--- src/rtl/wb_port_arbiter.sv ---
// Register-file write-port arbiter: pipeline writeback vs. buffered late results,
// with WAW squash and forced drain. Define WB_PERF_CNT_EN to add stall/kill counters.
module wb_port_arbiter #(
    parameter int DEPTH    = 2,
    parameter int MAX_WAIT = 4
) (
    input  logic        clk,
    input  logic        rst_n,
    input  logic        pipe_wr_en,
    input  logic [2:0]  pipe_wr_reg,
    input  logic [15:0] pipe_wr_data,
    input  logic        late_valid,
    input  logic [2:0]  late_reg,
    input  logic [15:0] late_data,
    output logic        late_ready,
    output logic        pipe_stall,
    output logic        rf_wr_en,
    output logic [2:0]  rf_wr_reg,
    output logic [15:0] rf_wr_data,
    output logic        busy
`ifdef WB_PERF_CNT_EN
    ,
    output logic [15:0] stall_cycles,
    output logic [15:0] kill_count
`endif
);

    localparam int PTR_W = $clog2(DEPTH);
    localparam int CNT_W = (MAX_WAIT > 1) ? $clog2(MAX_WAIT) : 1;
    localparam logic [CNT_W-1:0] WAIT_SAT = CNT_W'(MAX_WAIT - 1);

    typedef enum logic [1:0] {
        IDLE,
        PEND,
        STARVE
    } state_t;

    state_t           state_q, state_d;
    logic [PTR_W:0]   wr_ptr_q, wr_ptr_d;
    logic [PTR_W:0]   rd_ptr_q, rd_ptr_d;
    logic [CNT_W-1:0] wait_q, wait_d;
    logic             rf_wr_en_q, rf_wr_en_d;
    logic [2:0]       rf_wr_reg_q, rf_wr_reg_d;
    logic [15:0]      rf_wr_data_q, rf_wr_data_d;

    logic [2:0]       ent_reg_q  [DEPTH];
    logic [15:0]      ent_data_q [DEPTH];
    logic [DEPTH-1:0] live_q, live_d;

    logic [PTR_W-1:0] wr_idx, rd_idx;
    logic             empty, full, push, pop;
    logic             head_live, pipe_grant, head_write, push_killed, starve_hit;

    assign wr_idx    = wr_ptr_q[PTR_W-1:0];
    assign rd_idx    = rd_ptr_q[PTR_W-1:0];
    assign empty     = (wr_ptr_q == rd_ptr_q);
    assign full      = (wr_ptr_q[PTR_W] != rd_ptr_q[PTR_W]) && (wr_idx == rd_idx);
    assign head_live = !empty && live_q[rd_idx];
    assign push      = late_valid && !full;

    // Port arbitration; a dead head is discarded without consuming the port.
    always_comb begin
        // NOTE: every output of a combinational block gets a default first so no latch is inferred.
        pipe_grant = 1'b0;
        head_write = 1'b0;
        pop        = 1'b0;
        if (state_q == STARVE) begin
            pop        = !empty;
            head_write = head_live;
        end else begin
            pipe_grant = pipe_wr_en;
            head_write = head_live && !pipe_wr_en;
            pop        = !empty && (!head_live || !pipe_wr_en);
        end
    end

    assign push_killed = pipe_grant && (late_reg == pipe_wr_reg);
    assign starve_hit  = (state_q == PEND) && head_live && pipe_grant && (wait_q == WAIT_SAT);

    always_comb begin
        live_d = live_q;
        for (int i = 0; i < DEPTH; i++) begin
            if (pipe_grant && (ent_reg_q[i] == pipe_wr_reg)) begin
                live_d[i] = 1'b0;
            end
        end
        if (push) begin
            live_d[wr_idx] = !push_killed;
        end
        wr_ptr_d = wr_ptr_q + (PTR_W+1)'(push);
        rd_ptr_d = rd_ptr_q + (PTR_W+1)'(pop);
    end

    always_comb begin
        state_d = state_q;
        wait_d  = wait_q;
        if (pop || (state_q == IDLE)) begin
            wait_d = '0;
        end else if (head_live && !head_write && (wait_q != WAIT_SAT)) begin
            wait_d = wait_q + CNT_W'(1);
        end

        case (state_q)
            IDLE: begin
                if (push) begin
                    state_d = PEND;
                end
            end
            PEND: begin
                if (starve_hit) begin
                    state_d = STARVE;
                end else if (wr_ptr_d == rd_ptr_d) begin
                    state_d = IDLE;
                end
            end
            STARVE: begin
                state_d = (wr_ptr_d == rd_ptr_d) ? IDLE : PEND;
            end
            default: begin
                state_d = IDLE;
            end
        endcase
    end

    always_comb begin
        rf_wr_en_d   = pipe_grant || head_write;
        rf_wr_reg_d  = rf_wr_reg_q;
        rf_wr_data_d = rf_wr_data_q;
        if (pipe_grant) begin
            rf_wr_reg_d  = pipe_wr_reg;
            rf_wr_data_d = pipe_wr_data;
        end else if (head_write) begin
            rf_wr_reg_d  = ent_reg_q[rd_idx];
            rf_wr_data_d = ent_data_q[rd_idx];
        end
    end

    always_ff @(posedge clk or negedge rst_n) begin
        if (!rst_n) begin
            state_q      <= IDLE;
            wr_ptr_q     <= '0;
            rd_ptr_q     <= '0;
            wait_q       <= '0;
            rf_wr_en_q   <= 1'b0;
            rf_wr_reg_q  <= '0;
            rf_wr_data_q <= '0;
        end else begin
            // NOTE: sequential state uses non-blocking assignment so every flop samples pre-edge values.
            state_q      <= state_d;
            wr_ptr_q     <= wr_ptr_d;
            rd_ptr_q     <= rd_ptr_d;
            wait_q       <= wait_d;
            rf_wr_en_q   <= rf_wr_en_d;
            rf_wr_reg_q  <= rf_wr_reg_d;
            rf_wr_data_q <= rf_wr_data_d;
        end
    end

    // NOTE: entry storage is deliberately not reset; the pointers alone define which slots are valid.
    always_ff @(posedge clk) begin
        live_q <= live_d;
        if (push) begin
            ent_reg_q[wr_idx]  <= late_reg;
            ent_data_q[wr_idx] <= late_data;
        end
    end

    assign late_ready = !full;
    assign pipe_stall = (state_q == STARVE);
    assign busy       = !empty;
    assign rf_wr_en   = rf_wr_en_q;
    assign rf_wr_reg  = rf_wr_reg_q;
    assign rf_wr_data = rf_wr_data_q;

`ifdef WB_PERF_CNT_EN
    logic [15:0]      stall_cycles_q, stall_cycles_d;
    logic [15:0]      kill_count_q, kill_count_d;
    logic [PTR_W+1:0] kill_num;
    logic [PTR_W-1:0] slot_off;
    logic [PTR_W:0]   occupancy;
    logic [16:0]      kill_sum;

    assign occupancy = wr_ptr_q - rd_ptr_q;

    // Only valid, still-live entries count as kills; already-dead ones are not re-counted.
    always_comb begin
        kill_num = (PTR_W+2)'(push && push_killed);
        slot_off = '0;
        for (int i = 0; i < DEPTH; i++) begin
            slot_off = PTR_W'(i) - rd_idx;
            if (pipe_grant && live_q[i] && (ent_reg_q[i] == pipe_wr_reg)
                && ({1'b0, slot_off} < occupancy)) begin
                kill_num = kill_num + (PTR_W+2)'(1);
            end
        end
        kill_sum       = {1'b0, kill_count_q} + 17'(kill_num);
        kill_count_d   = kill_sum[16] ? 16'hFFFF : kill_sum[15:0];
        stall_cycles_d = stall_cycles_q;
        if (pipe_stall && (stall_cycles_q != 16'hFFFF)) begin
            stall_cycles_d = stall_cycles_q + 16'd1;
        end
    end

    always_ff @(posedge clk or negedge rst_n) begin
        if (!rst_n) begin
            stall_cycles_q <= '0;
            kill_count_q   <= '0;
        end else begin
            stall_cycles_q <= stall_cycles_d;
            kill_count_q   <= kill_count_d;
        end
    end

    assign stall_cycles = stall_cycles_q;
    assign kill_count   = kill_count_q;
`endif

endmodule

--- config.mk ---
export PLATFORM = sky130hd
export DESIGN_NAME = wb_port_arbiter
export DESIGN_NICKNAME = d
export VERILOG_FILES = /design/src/rtl/wb_port_arbiter.sv
export SDC_FILE = /design/constraint.sdc
export NUM_CORES = 1
export LEC_CHECK = 0
export CAP_MARGIN = 0
export CORE_ASPECT_RATIO = 1.5
export CORE_UTILIZATION = 45
export DETAILED_ROUTE_END_ITERATION = 7
export DONT_BUFFER_PORTS = 1
export PLACE_DENSITY = 0.65
export SYNTH_ARGS = -nofsm -noshare
export SYNTH_HDL_FRONTEND = slang
export SYNTH_SLANG_ARGS = --single-unit
--- constraint.sdc ---
create_clock -name clk -period 2.9 [get_ports clk]
set_clock_uncertainty 0.1 [all_clocks]
set_input_delay 0.435 -clock clk [delete_from_list [all_inputs] [get_ports clk]]
set_output_delay 0.435 -clock clk [all_outputs]
set_load 0.005 [all_outputs]
# Word-level counts from Yosys, hierarchy flattened
# Memory sizes are Yosys's and may differ from the RTL's.
# Cells that the tools add are included.
[totals]
reg_bits = 30
ramBits = 38
inputBits = 42
n_memories = 2
[classes]
addsub = 3
order_cmp = 3
n_eq_ne = 13
n_mux = 24
reduce_logical = 27
[mem_list]
columns = ["memory", "depth", "word_bits", "rd", "rd_clocked_by_memory_dff", "wr", "line_no", "source"]
rows = [
  ["ent_data_q", 2, 16, 1, 0, 1, "47", "logic [15:0] ent_data_q [DEPTH];"],
  ["ent_reg_q", 2, 3, 3, 0, 1, "46", "logic [2:0] ent_reg_q [DEPTH];"],
]
[op_table]
columns = ["operator", "count"]
rows = [
  ["$mux W16", 2],
  ["$logic_and A1 B1 Y1", 14],
  ["$mux W2", 6],
  ["$mux W1", 11],
  ["$eq A3 B3 Y1", 3],
  ["$logic_not A1 Y1", 6],
  ["$mux W3", 2],
  ["$pmux W2 S3", 1],
  ["$add A2 B1 Y2", 2],
  ["$eq A2 B2 Y1", 2],
  ["$eq A2 B2 Y1 const B", 2],
  ["$lt A1 B2 Y1 const B", 2],
  ["$ne A2 B2 Y1 const B", 2],
  ["$reduce_bool A2 Y1", 2],
  ["$logic_or A1 B1 Y1", 3],
  ["$ne A3 B2 Y1 const B", 1],
  ["$add A2 B1 Y2 const B", 1],
  ["$bwmux W2", 1],
  ["$eq A2 B1 Y1 const B", 1],
  ["$logic_not A2 Y1", 1],
  ["$reduce_and A2 Y1", 1],
  ["$demux W1 S1", 1],
  ["$eq A1 B1 Y1", 1],
  ["$ge A1 B1 Y1 const B", 1],
  ["$ne A1 B1 Y1", 1],
]

# Longest topological paths before layout
[logic_depth]
ltp_word = 12
ltp_mapped = 11
mapped_depth_nobuf = 10

# Worst setup path before layout
# Ideal clock, no wire load.
[synth_timing]
path_type = "register -> register"
start = "reg wr_ptr_q[1]"
end = "reg state_q[0]"
setup_ns = 0.130
t_arrival_ns = 2.203
t_required_ns = 2.670
slack_ns = 0.466
stages_incl_launch_ff = 11
n_path_buf = 0
cell_sequence = "dfrtp_1 -> xnor2_2 -> nand2b_2 -> nand2_1 -> inv_1 -> ha_1 -> xnor2_1 -> nor2_1 -> nand3b_1 -> a22oi_1 -> o21ai_0"
[synth_between]
word_cells_on_any_way = 23
classes_between = "add/sub: 2; eq/ne: 5; mux: 4; reduce/logical: 12"
[synth_rtl]
columns = ["element", "line_no", "source"]
rows = [
  ["start: declaration", "39", "logic [PTR_W:0] wr_ptr_q, wr_ptr_d;"],
  ["start signal: assignment", "150", "wr_ptr_q <= wr_ptr_d;"],
  ["$ne A1 B1 Y1 *", "57", "assign full = (wr_ptr_q[PTR_W] != rd_ptr_q[PTR_W]) && (wr_idx == rd_idx);"],
  ["$logic_and A1 B1 Y1 *", "57", ""],
  ["$logic_not A1 Y1 *", "--", ""],
  ["named net late_ready", "15", "output logic late_ready,"],
  ["$logic_and A1 B1 Y1 *", "59", "assign push = late_valid && !full;"],
  ["$add A2 B1 Y2", "90", "wr_ptr_d = wr_ptr_q + (PTR_W+1)'(push);"],
  ["$eq A2 B2 Y1", "112, 117", ""],
  ["$mux W1 / $ne A3 B2 Y1 (equally long branches)", "--", ""],
  ["$pmux W2 S3 / $reduce_and A2 Y1 (equally long branches)", "--", ""],
  ["end signal: assignment", "149", "state_q <= state_d;"],
  ["end: declaration", "38", "state_t state_q, state_d;"],
]
# The timed path passes the listed nets; every way through them passes the cells marked *.
# A chain may end at the register's enable or synchronous reset.

# Worst setup path after layout
[layout_timing]
start = "reg wr_ptr_q[0]"
end = "reg state_q[0]"
[layout_between]
elab_chain_cells = 11
word_cells_on_any_way = 23
classes_between = "add/sub: 2; eq/ne: 5; mux: 4; reduce/logical: 12"
[layout_rtl]
columns = ["element", "line_no", "source"]
rows = [
  ["$eq A2 B2 Y1", "56", "assign empty = (wr_ptr_q == rd_ptr_q);"],
  ["$logic_not A1 Y1", "58, 68, 73", ""],
  ["$logic_and A1 B1 Y1", "58", "assign head_live = !empty && live_q[rd_idx];"],
  ["$logic_not A1 Y1", "73", "pop = !empty && (!head_live || !pipe_wr_en);"],
  ["$logic_or A1 B1 Y1", "73", ""],
  ["$logic_and A1 B1 Y1", "73", ""],
  ["$mux W1", "67", "if (state_q == STARVE) begin"],
  ["$add A2 B1 Y2", "91", "rd_ptr_d = rd_ptr_q + (PTR_W+1)'(pop);"],
  ["$eq A2 B2 Y1", "112, 117", ""],
  ["$mux W1 / $ne A3 B2 Y1 (equally long branches)", "--", ""],
  ["$pmux W2 S3 / $reduce_and A2 Y1 (equally long branches)", "--", ""],
]
# Parallel ways exist; a longest one is shown, timed or not.

==> results_dict.tcl <==
set metrics [dict create \
    cts-root-buf "clkbuf_8" \
    drc_errors 0 \
    dr.first_iter.drc_count 105 \
    period_needed_ps 2270 \
    p_switching_mw 1.31 \
    path_buf_inv 1 \
    diodes 0 \
    dp_hpwl_mm 3.72 \
    grt_overflow 0 \
    path_delay_family "XOR/XNOR gates" \
    slowest_delay_ps 470 \
    fin_total_pwr_mw 3.90 \
    grt_pass1_vias 1734 \
    yosys_most_used_dff "edfxtp_1" \
    yosys.area.top_type_share_pct 38.6 \
    syn_to_final_growth_pct 11.9 \
    synth-seq-cells 68 \
    worst_pin_slew_ps 480 \
    layout_common_cells "edfxtp_1 (38), dfrtp_1 (28), nand2_1 (26)" \
    cts_tree "yes" \
    synth_top_cell_by_area "edfxtp_1" \
    syn_inst 214 \
    slew_headroom_pct 67.7 \
    ant_nets 0 \
    crit_path_end_kind "flop" \
    synth_area_leaders "edfxtp_1 (39%), dfrtp_1 (24%), mux2i_1 (7.5%), mux2_2 (7.2%), nand2_1 (3.3%)" \
    synth_edf_count 38 \
    largest-register "ent_data_q" \
    crit_top_cell "xnor2_1" \
    die_w_um 68.2 \
    placed_cells 287 \
    cap_viol_max_count 0 \
    start_util_pct 47.2 \
    pin_count 65 \
    yosysWarnings 0 \
    grt_pass1_wl_mm 8.47 \
    fin_crit_sh_pct 78.1 \
    irDropWorstVdd_uv 596 \
    rsz0062_at_grt "false" \
    drive_above_1_share_pct 20.8 \
    vias_per_cell 5.39 \
    antenna_found_initial 0 \
    min_path_type "input port to flop" \
    grt_max_degree 29 \
    holdPathStages 0 \
    finalSetupViolCount 0 \
    fin_util_pct 52.8 \
    worst_setup_path_start_kind "flop" \
    wl_mm 5.46 \
    tns_ps 0 \
    p_clk_share_pct 22.3 \
    report.final.hold_viol_count 0 \
    clockBufferDepth 2 \
    ctsHoldBuffers 2 \
    rows 35 \
    p_int_mw 2.58 \
    cellLeakagePower_nw 1.36 \
    largest_reg_flops 32 \
    io_buffers 0 \
    status "completed" \
    worstPathCellList "xnor2_1 -> nand2b_2 -> nand2_1 -> inv_1 -> ha_1 -> xnor2_1 -> nor2_1 -> nand3b_1 -> a22oi_1 -> o21ai_0" \
    h-tree-depth 3 \
    cp.arrival_ps 2380 \
    switching_share_pct 33.7 \
    fmax_ghz 0.441 \
    cts.sinks 68 \
    layout_commonest_cell "edfxtp_1" \
    dr_total_vias 1645 \
    cts_buffers 9 \
    clkTransAtPathRegs_ps 80 \
    dieArea_mm2 0.00690 \
    syn_area_mm2 0.00296 \
    p_seq_share_pct 40.9 \
    slew_viol_final 0 \
    avgSynthCellArea_um2 13.8 \
    fp.dieH_um 101 \
    power_frac_comb_pct 36.8 \
    p_per_area_mw_per_mm2 1180 \
    critPathMaxFanout 7 \
    wl_per_cell_um 17.9 \
    core-area_mm2 0.00626 \
    yosysSeqAreaShare_pct 63.7 \
    postCtsResizedCells 0 \
    synth_cell_types 35 \
    r2r_cells 10 \
    ys_async_sr_fraction_pct 41.2 \
    post-cts-setup-buffer-count 0 \
    cp.depth 10 \
    finalNonFillerCells 305 \
    cp.required_ps 3020 \
    place_congestion 0.741 \
    grt_usage_pct 17.8 \
    criticalPathCategory "flop to flop" \
    num-nets-final 272 \
    synth.net_count 260 \
    clock_latency_ps 340 \
    slowest_stage "dfrtp_1" \
    dr.pass1.iters 4 \
]
-- Yosys cell counts (2+ instances only) --
master,count
nor2_1,5
clkbuf_1,4
edfxtp_1,38
buf_2,3
nand2b_1,3
dfxtp_1,2
ha_1,4
xor2_1,9
mux2_2,19
inv_1,6
xnor2_1,4
dfrtp_1,28
o21ai_0,4
a22oi_1,2
nand2_1,26
o21ai_1,17
mux2i_1,22
-- path summary, 6_finish.rpt --
kind	start	end	slack, ps
max	wr_ptr_q[0]	state_q[0]	630
min	late_data[7]	ent_data_q[1][7]	90
max reg2reg	wr_ptr_q[0]	state_q[0]	630
min reg2reg	live_q[0]	live_q[0]	440
max in group asynchronous	rst_n	rf_wr_data[4]	2050
min in group asynchronous	rst_n	state_q[0]	470
-- worst register-to-register path, stage by stage, from the launching register on --
cell	delay (ps)
dfrtp_1	470
xnor2_1	280
nand2b_2	90
nand2_1	110
inv_1	100
ha_1	210
xnor2_1	250
nor2_1	70
nand3b_1	170
a22oi_1	200
o21ai_0	110
-- through the flow --
| step | cell area, um2 | setup WS [ps] | hold slack [ps] |
|---|---|---|---|
| 2_1_floorplan | 2960 | 466 | 39.4 |
| 3_3_place_gp | 3050 | 756 | 40.0 |
| 3_5_place_dp | 3050 | 655 | 40.0 |
| 4_1_cts | 3310 | 641 | 67.9 |
| 5_1_grt | 3310 | 386 | 61.9 |
| 6_report | 3310 | 634 | 87.3 |
-- layer usage --
metal,share of wire [%],routed length (um),vias to the layer above,GRT usage (%)
met1,39,2140,806,19.6
met2,54,2960,46,30.4
met4,1.2,63,0,8.65
met5,0,0,-,0
met3,5.5,300,5,5.41
li1,-,-,788,-
-- cell families after synthesis --
| family | count (synthesis) | synth area share (%) |
|---|---|---|
| DFF | 68 | 63.7 |
| and+or+nand+nor | 43 | 6.82 |
| muxes | 41 | 14.7 |
| AOI/OAI and AO/OA | 29 | 6.05 |
| buffers and inverters | 15 | 2.67 |
| xor gates and xnor gates | 14 | 4.40 |
| adders and majority gates | 4 | 1.69 |
-- layout make-up --
| class | count | area, um2 |
|---|---|---|
| fill | 533 | 2950 |
| sequential | 68 | 1880 |
| multi-input combinational | 131 | 995 |
| clock buffer | 11 | 141 |
| tap | 74 | 92.6 |
| timing repair buffer | 10 | 90.1 |
| clock inverter | 5 | 85.1 |
| inverter | 6 | 22.5 |
-- power by group through the flow --
stage | Sequential, mW | Combinational [mW] | Clock [mW]
detailed placement | 1.62 | 1.44 | 0
global placement | 1.61 | 1.42 | 0
CTS | 1.60 | 1.47 | 0.891
global route | 1.64 | 1.59 | 0.929
floorplan | 1.56 | 1.20 | 0
finish | 1.59 | 1.43 | 0.870
(Power assumes the default switching activity.)
